==> config.mk <==
export PLATFORM = sky130hd
export DESIGN_NAME = lfsr_encrypt_stage
export DESIGN_NICKNAME = d
export VERILOG_FILES = /design/src/rtl/lfsr_pkg.sv /design/src/rtl/lfsr6b.sv /design/src/rtl/lfsr_encrypt_stage.sv
export SDC_FILE = /design/constraint.sdc
export NUM_CORES = 1
export LEC_CHECK = 0
export CAP_MARGIN = 20
export CORE_UTILIZATION = 45
export DETAILED_ROUTE_END_ITERATION = 6
export HOLD_SLACK_MARGIN = 0.03
export PLACE_DENSITY = 0.77
export SKIP_CTS_REPAIR_TIMING = 1
export SYNTH_ARGS = -nofsm -noshare
export SYNTH_HDL_FRONTEND = slang
export SYNTH_SLANG_ARGS = --single-unit
==> constraint.sdc <==
create_clock -name clk -period 3.6 [get_ports clk]
set_input_delay 0.36 -clock clk [delete_from_list [all_inputs] [get_ports clk]]
set_output_delay 0.36 -clock clk [all_outputs]
set_load 0.05 [all_outputs]
==> src/rtl/lfsr_pkg.sv <==
// lfsr_pkg: constants, state encoding and LFSR step function for the lab 5
// LFSR cipher. Shared by the encryption stage and the downstream decryptor.
//   LFSR_PTRN     : tap table of the six maximal-length 6-bit LFSRs
//   PREAMBLE_CHAR : byte prepended to every message ('_')
//   PAD_CHAR      : byte used to fill the ciphertext after the message (' ')
//   enc_state_t   : encryptor FSM states
package lfsr_pkg;

  localparam int unsigned LFSR_W   = 6;
  localparam int unsigned NUM_PTRN = 6;
  localparam int unsigned SEL_W    = 3;
  localparam int unsigned BYTE_W   = 8;

  localparam logic [LFSR_W-1:0] LFSR_PTRN [NUM_PTRN] = '{
    6'h21, 6'h2D, 6'h30, 6'h33, 6'h36, 6'h39
  };

  localparam logic [BYTE_W-1:0] PREAMBLE_CHAR = 8'h5f;
  localparam logic [BYTE_W-1:0] PAD_CHAR      = 8'h20;

  typedef enum logic [1:0] {
    IDLE = 2'd0,
    LOAD = 2'd1,
    RUN  = 2'd2,
    DONE = 2'd3
  } enc_state_t;

  // One LFSR step: shift left, feedback is the parity of the tapped bits.
  function automatic logic [LFSR_W-1:0] lfsr_next(input logic [LFSR_W-1:0] cur,
                                                  input logic [LFSR_W-1:0] taps);
    return {cur[LFSR_W-2:0], ^(cur & taps)};
  endfunction

  // Out-of-range tap selects fall back to pattern 0.
  function automatic logic [SEL_W-1:0] ptrn_index(input logic [SEL_W-1:0] sel);
    return (sel >= SEL_W'(NUM_PTRN)) ? '0 : sel;
  endfunction

endpackage

==> src/rtl/lfsr6b.sv <==
// lfsr6b: 6-bit Fibonacci-style LFSR with runtime taps.
//   clk, rst_n : clock, asynchronous active-low reset (state clears to 0)
//   en         : advance one step this cycle
//   init       : load `start` into the state (wins over en)
//   taps       : feedback tap mask
//   start      : value loaded on init
//   state      : current LFSR state
module lfsr6b
  import lfsr_pkg::*;
(
  input  logic              clk,
  input  logic              rst_n,
  input  logic              en,
  input  logic              init,
  input  logic [LFSR_W-1:0] taps,
  input  logic [LFSR_W-1:0] start,
  output logic [LFSR_W-1:0] state
);

  logic [LFSR_W-1:0] state_q;
  logic [LFSR_W-1:0] state_d;

  // Next-state: load, step or hold.
  always_comb begin
    state_d = state_q;
    if (init) begin
      state_d = start;
    end else if (en) begin
      state_d = lfsr_next(state_q, taps);
    end
  end

  always_ff @(posedge clk or negedge rst_n) begin
    if (!rst_n) begin
      state_q <= '0;
    end else begin
      state_q <= state_d;
    end
  end

  assign state = state_q;

endmodule

==> src/rtl/lfsr_encrypt_stage.sv <==
// lfsr_encrypt_stage: reads a plaintext message from memory, frames it with a
// '_' preamble and ' ' padding, XORs every byte with a 6-bit LFSR keystream
// and writes OUT_LEN ciphertext bytes starting at OUT_BASE.
//   clk, init_n : clock, asynchronous active-low reset
//   start       : begin a run (sampled in IDLE and DONE)
//   tap_sel     : tap pattern index 0-5 (6, 7 map to 0)
//   seed        : LFSR start state (0 maps to 1)
//   pre_len     : preamble length 1-15 (0 maps to 1)
//   msg_len     : plaintext length in bytes
//   raddr       : plaintext read address, data_out is the combinational read data
//   wr_en, waddr, data_in : ciphertext write port
//   busy        : high in LOAD and RUN
//   done        : high in DONE
// Write-port and read-address outputs are decoded from registered state and
// are forced to 0 outside RUN.
module lfsr_encrypt_stage
  import lfsr_pkg::*;
#(
  parameter int unsigned OUT_BASE = 64,
  parameter int unsigned OUT_LEN  = 64
) (
  input  logic              clk,
  input  logic              init_n,
  input  logic              start,
  input  logic [SEL_W-1:0]  tap_sel,
  input  logic [LFSR_W-1:0] seed,
  input  logic [3:0]        pre_len,
  input  logic [6:0]        msg_len,
  output logic [BYTE_W-1:0] raddr,
  input  logic [BYTE_W-1:0] data_out,
  output logic              wr_en,
  output logic [BYTE_W-1:0] waddr,
  output logic [BYTE_W-1:0] data_in,
  output logic              busy,
  output logic              done
);

  localparam int unsigned K_W   = 8;
  localparam int unsigned CMP_W = K_W + 1;
  localparam logic [K_W-1:0]    K_LAST    = K_W'(OUT_LEN - 1);
  localparam logic [BYTE_W-1:0] BASE_ADDR = BYTE_W'(OUT_BASE);

  enc_state_t state_q, state_d;

  logic [K_W-1:0]    k_q, k_d;
  logic [LFSR_W-1:0] taps_q, taps_d;
  logic [LFSR_W-1:0] seed_q, seed_d;
  logic [3:0]        pre_q, pre_d;
  logic [6:0]        msg_q, msg_d;

  logic              lfsr_en;
  logic              lfsr_init;
  logic [LFSR_W-1:0] lfsr_state;

  logic [CMP_W-1:0]  k_ext;
  logic [CMP_W-1:0]  pre_end;
  logic [CMP_W-1:0]  msg_end;
  logic [BYTE_W-1:0] ptxt;
  logic [BYTE_W-1:0] rd_addr;
  logic              in_run;

  // Single keystream generator; taps come from the registered pattern mux.
  lfsr6b u_lfsr (
    .clk   (clk),
    .rst_n (init_n),
    .en    (lfsr_en),
    .init  (lfsr_init),
    .taps  (taps_q),
    .start (seed_q),
    .state (lfsr_state)
  );

  // Next-state and control. Run parameters are captured on the same edge that
  // accepts start, since inputs are only guaranteed valid in IDLE/DONE; LOAD
  // then seeds the LFSR from the captured value.
  always_comb begin
    state_d   = state_q;
    k_d       = k_q;
    taps_d    = taps_q;
    seed_d    = seed_q;
    pre_d     = pre_q;
    msg_d     = msg_q;
    lfsr_en   = 1'b0;
    lfsr_init = 1'b0;

    unique case (state_q)
      IDLE, DONE: begin
        if (start) begin
          state_d = LOAD;
          taps_d  = LFSR_PTRN[ptrn_index(tap_sel)];
          seed_d  = (seed == '0) ? LFSR_W'(1) : seed;
          pre_d   = (pre_len == 4'd0) ? 4'd1 : pre_len;
          msg_d   = msg_len;
        end
      end
      LOAD: begin
        lfsr_init = 1'b1;
        k_d       = '0;
        state_d   = RUN;
      end
      RUN: begin
        lfsr_en = 1'b1;
        if (k_q == K_LAST) begin
          k_d     = '0;
          state_d = DONE;
        end else begin
          k_d = k_q + K_W'(1);
        end
      end
      default: begin
        state_d = IDLE;
      end
    endcase
  end

  always_ff @(posedge clk or negedge init_n) begin
    if (!init_n) begin
      state_q <= IDLE;
      k_q     <= '0;
      taps_q  <= '0;
      seed_q  <= '0;
      pre_q   <= '0;
      msg_q   <= '0;
    end else begin
      state_q <= state_d;
      k_q     <= k_d;
      taps_q  <= taps_d;
      seed_q  <= seed_d;
      pre_q   <= pre_d;
      msg_q   <= msg_d;
    end
  end

  // Plaintext selection: preamble, then message bytes, then padding. A message
  // running past OUT_LEN is cut off simply because k never gets there.
  always_comb begin
    k_ext   = {1'b0, k_q};
    pre_end = CMP_W'(pre_q);
    msg_end = pre_end + CMP_W'(msg_q);
    rd_addr = '0;
    ptxt    = PAD_CHAR;
    if (k_ext < pre_end) begin
      ptxt = PREAMBLE_CHAR;
    end else if (k_ext < msg_end) begin
      rd_addr = k_q - K_W'(pre_q);
      ptxt    = data_out;
    end
  end

  // Memory-side outputs; the keystream only covers the low 6 bits.
  always_comb begin
    in_run  = (state_q == RUN);
    wr_en   = in_run;
    raddr   = in_run ? rd_addr : '0;
    waddr   = in_run ? (BASE_ADDR + k_q) : '0;
    data_in = in_run ? (ptxt ^ {2'b00, lfsr_state}) : '0;
    busy    = (state_q == LOAD) || in_run;
    done    = (state_q == DONE);
  end

endmodule

==> metrics.md <==
| Metric | Value |
|---|---|
| Clock slew at reported path FFs | `roughly 0.090 ns` |
| Non-filler cells, final | `430` |
| Grt ovf | `0` |
| Synthesized area per cell | `9.161 µm²` |
| Initial antenna violation count | `0` |
| Setup TNS | `-2.577 ns` |
| Seq/Total Area, Yosys | `0.3686` |
| CTS Sinks | `39` |
| Share of power burned in registers | `0.539` |
| Synth top area share | `0.3686` |
| Vias | `2254` |
| Worst path cell trace | `ha_1 > a21o_1 > a21o_1 > a21oi_2 > nor2b_1 > xnor2_1 > ha_1 > a211o_1 > o211ai_1 > o31a_4 > nand3b_4 > a211oi_4 > buf_12` |
| Final worst path period need | `3.841 ns` |
| Io pins | `58` |
| Worst slew pin tran | `approximately 0.87 ns` |
| Mux share of post-synthesis cell area | `0.1134` |
| First-pass GRT wire length | `9632 µm` |
| CP max FO | `8` |
| Final setup viols | `16` |
| Tot GR Track Use | `0.1991` |
| Fmax | `260.3 MHz` |
| Slowest stage cell on the critical path | `dfrtp_1` |
| WP buf/inv | `1` |
| Critical path's top delay family | `compound AO/OA/AOI/OAI gates` |
| Cells after synthesis | `289` |
| Iteration-0 DRC Markers | `112` |
| Post-synth EDFFs | `0` |
| Number of global-route vias before repair | `between 2000 and 2500` |
| Bufs on Longest Clock Path | `2` |
| Hold Path Class | `in2async` |
| XOR/XNOR Fraction of Synth Area | `0.06144` |
| Hold Vio Cnt, Final | `0` |
| DR pass1 iterations | `4` |
| Max cap viols | `0` |
| Logic pwr share | `0.063` |
| LEAKAGE | `between 1.5 and 2 nW` |
| Slew HR | `0.4172` |
| Area grow syn2layout | `43.10%` |
| CP Capture Type | `output pin` |
| Antenna Nets Post-Route | `0` |
| Netlist cell types | `40` |
| Setup CP Type | `reg2out` |
| Int Pwr | `608.0 µW` |
| Core area | `roughly 5600 µm²` |
| Worst-skew pair later-pin latency | `between 0.3 and 0.4 ns` |
| Pin count of the biggest net entering global routing | `40` |
| DP Wirelength | `4314 µm` |
| Num rows | `27` |
| Final period util | `1.067` |
| Async SR Flop Fraction | `1.000` |
| Net Sw Frac | `0.2513` |
| Power Dens Cells | `214.3 nW/µm²` |
| Top post-synthesis cells by area | `dfrtp_1, ha_1, mux2_2` |
| Most used DFF post-synth | `dfrtp_1` |
| Via/cell ratio | `5.242` |
| CTS Buf Count | `5` |
| Worst endpoint data arrival time | `3.48 ns` |
| Main combinational cell family by area after synthesis | `simple AND/OR/NAND/NOR gates` |
| Final Power | `812.0 µW` |
| FILL cells | `between 400 and 500` |
| Clk root buf | `clkbuf_8` |
| Worst Skew | `0.007193 ns` |
| Startpoint Class | `register` |
| Port-buffer cells | `57` |
| Outcome | `finished, violations left` |
| TritonCTS clock tree | `yes` |
| Max incr delay on CP | `~0.43 ns` |
| Internal reg-to-reg setup slack | `1.61 ns` |
| H-tree depth | `2` |
| Adder-cell area share of the yosys netlist | `0.1144` |
| Failing checks | `setup timing` |
| Die H | `slightly below 80 µm` |
| Die span in x | `78.71 µm` |
| Largest area contributor in the synthesized netlist | `dfrtp_1` |
| Synthesized flop and latch total | `39` |
| Critical Path Stages | `13` |
| Final WL | `6345 µm` |
| Total Die Area | `6194 µm²` |
| Cells on worst reg2reg path | `5` |
| ANT cells | `0` |
| Share of cells above drive strength 1 | `0.2458` |
| Final Util | `0.6797` |
| DRC | `0` |
| Fin Hold WS | `0.1581 ns` |
| Worst setup margin | `-0.2412 ns` |
| Net count after synthesis | `343` |
| Max VDD drop | `~0.00018 V` |
| WL/cell | `14.76 µm` |
| Initial Util | `0.4750` |
| DP Cell Count | `409` |
| RSZ-0062 raised after global routing | `true` |
| Compound-Gate Fraction of Synth Area | `0.1172` |
| Fin. max-slew vios | `0` |
| Ys Warns | `0` |
| Critical Path RT | `3.24 ns` |
| Synth Cell Area | `2648 µm²` |
| Final-stage net count | `411` |
| Net switching power | `approximately 200 µW` |
| Clock share of power | `0.398` |
| Synth Area in Simple Gates | `0.1819` |
| GPL Wtd Cong | `0.8163` |
## synthesized netlist by cell type (2+ instances only)
master,count
and2_1,7
o211ai_1,2
nand3_1,5
a21o_1,5
xor2_1,2
clkbuf_1,9
mux2_2,16
nor2_1,23
ha_1,21
nand2b_1,9
nand2_1,44
o21ai_0,20
fa_1,2
and3_1,2
nor2b_1,2
inv_1,15
dfrtp_1,39
a21oi_1,16
xnor2_1,14
nor3_1,5
mux2i_1,12
## worst paths after layout
check / end / from
min reg2reg: taps_q[2]$_DFFE_PN0P_ / taps_q[2]$_DFFE_PN0P_
min: seed_q[5]$_DFFE_PN0P_ / init_n
max in group asynchronous: msg_q[4]$_DFFE_PN0P_ / init_n
max: raddr[3] / pre_q[1]$_DFFE_PN0P_
max reg2reg: msg_q[2]$_DFFE_PN0P_ / state_q[0]$_DFFE_PN0P_
min in group clk: taps_q[2]$_DFFE_PN0P_ / taps_q[2]$_DFFE_PN0P_
## placed cells by master, fill, tap and decap left out, types with 2 or more instances in the layout
cell / n
nand2_1: 43
clkdlybuf4s50_1: 40
dfrtp_1: 39
o21ai_0: 20
ha_1: 19
nor2_1: 16
mux2_2: 16
buf_12: 16
inv_1: 15
xnor2_1: 14
buf_4: 13
nand2b_1: 9
and2_1: 7
a21oi_1: 7
a21oi_2: 6
mux2i_2: 6
mux2i_1: 6
a21o_1: 5
nor3_1: 5
nand3_1: 5
clkbuf_8: 5
nor2_4: 4
a21oi_4: 3
nor2_2: 3
nor2b_1: 2
xor2_1: 2
o211ai_1: 2
and3_1: 2
clkinvlp_4: 2
buf_6: 2
## final cells by class
class,count,area (µm²),share of cell area
Clock buffer,5,68.82,0.01816
Clock inverter,3,23.77,0.006275
Inverter,15,56.30,0.01486
Multi-Input combinational cell,224,1728,0.4561
Sequential cell,39,975.9,0.2576
Tap cell,72,90.09,0.02378
Timing Repair Buffer,72,845.8,0.2232
## through the flow
stage                     worst slack [ns]  instance area (µm²)
final                              -0.2412                 3789
after global placement              0.1109                 3451
after floorplan                    0.01547                 2670
after detailed placement           0.02790                 3451
after global routing               -0.3791                 3789
after CTS                          -0.3161                 3543
## routing by layer
| layer | up-vias | global-route usage | part of all wire | wire, µm |
|---|---|---|---|---|
| li1 | 1117 | - | - | - |
| met1 | 1080 | 0.2829 | 0.48 | 3015 |
| met2 | 52 | 0.3157 | 0.48 | 3051 |
| met3 | 5 | 0.03563 | 0.035 | 219 |
| met4 | 0 | 0.04444 | 0.0093 | 59 |
| met5 | - | 0 | 0 | 0 |
## flip-flops by register name, summed over array words and instances, names as in the netlist
register	flops
k_q	8
seed_q	6
u_lfsr.state	6
pre_q	4
taps_q	6
state_q	2
msg_q	7
## logic make-up after synthesis
family,count (synthesis)
multiplexers,28
XOR/XNOR,17
flip-flops,39
AND/OR/NAND/NOR,103
AO/OA/AOI/OAI,52
buffers and inverters,27
adder cells (fa/ha/maj),23
## power by group through the flow
stage          combinational [mW]  clock [mW]  sequential [mW]
3_3_place_gp               0.0501           0            0.446
4_1_cts                    0.0507       0.323            0.438
2_1_floorplan             0.00584           0            0.446
6_report                   0.0515       0.323            0.438
3_5_place_dp               0.0505           0            0.446
5_1_grt                    0.0574       0.348            0.438
Power figures use the tool's default switching activity.
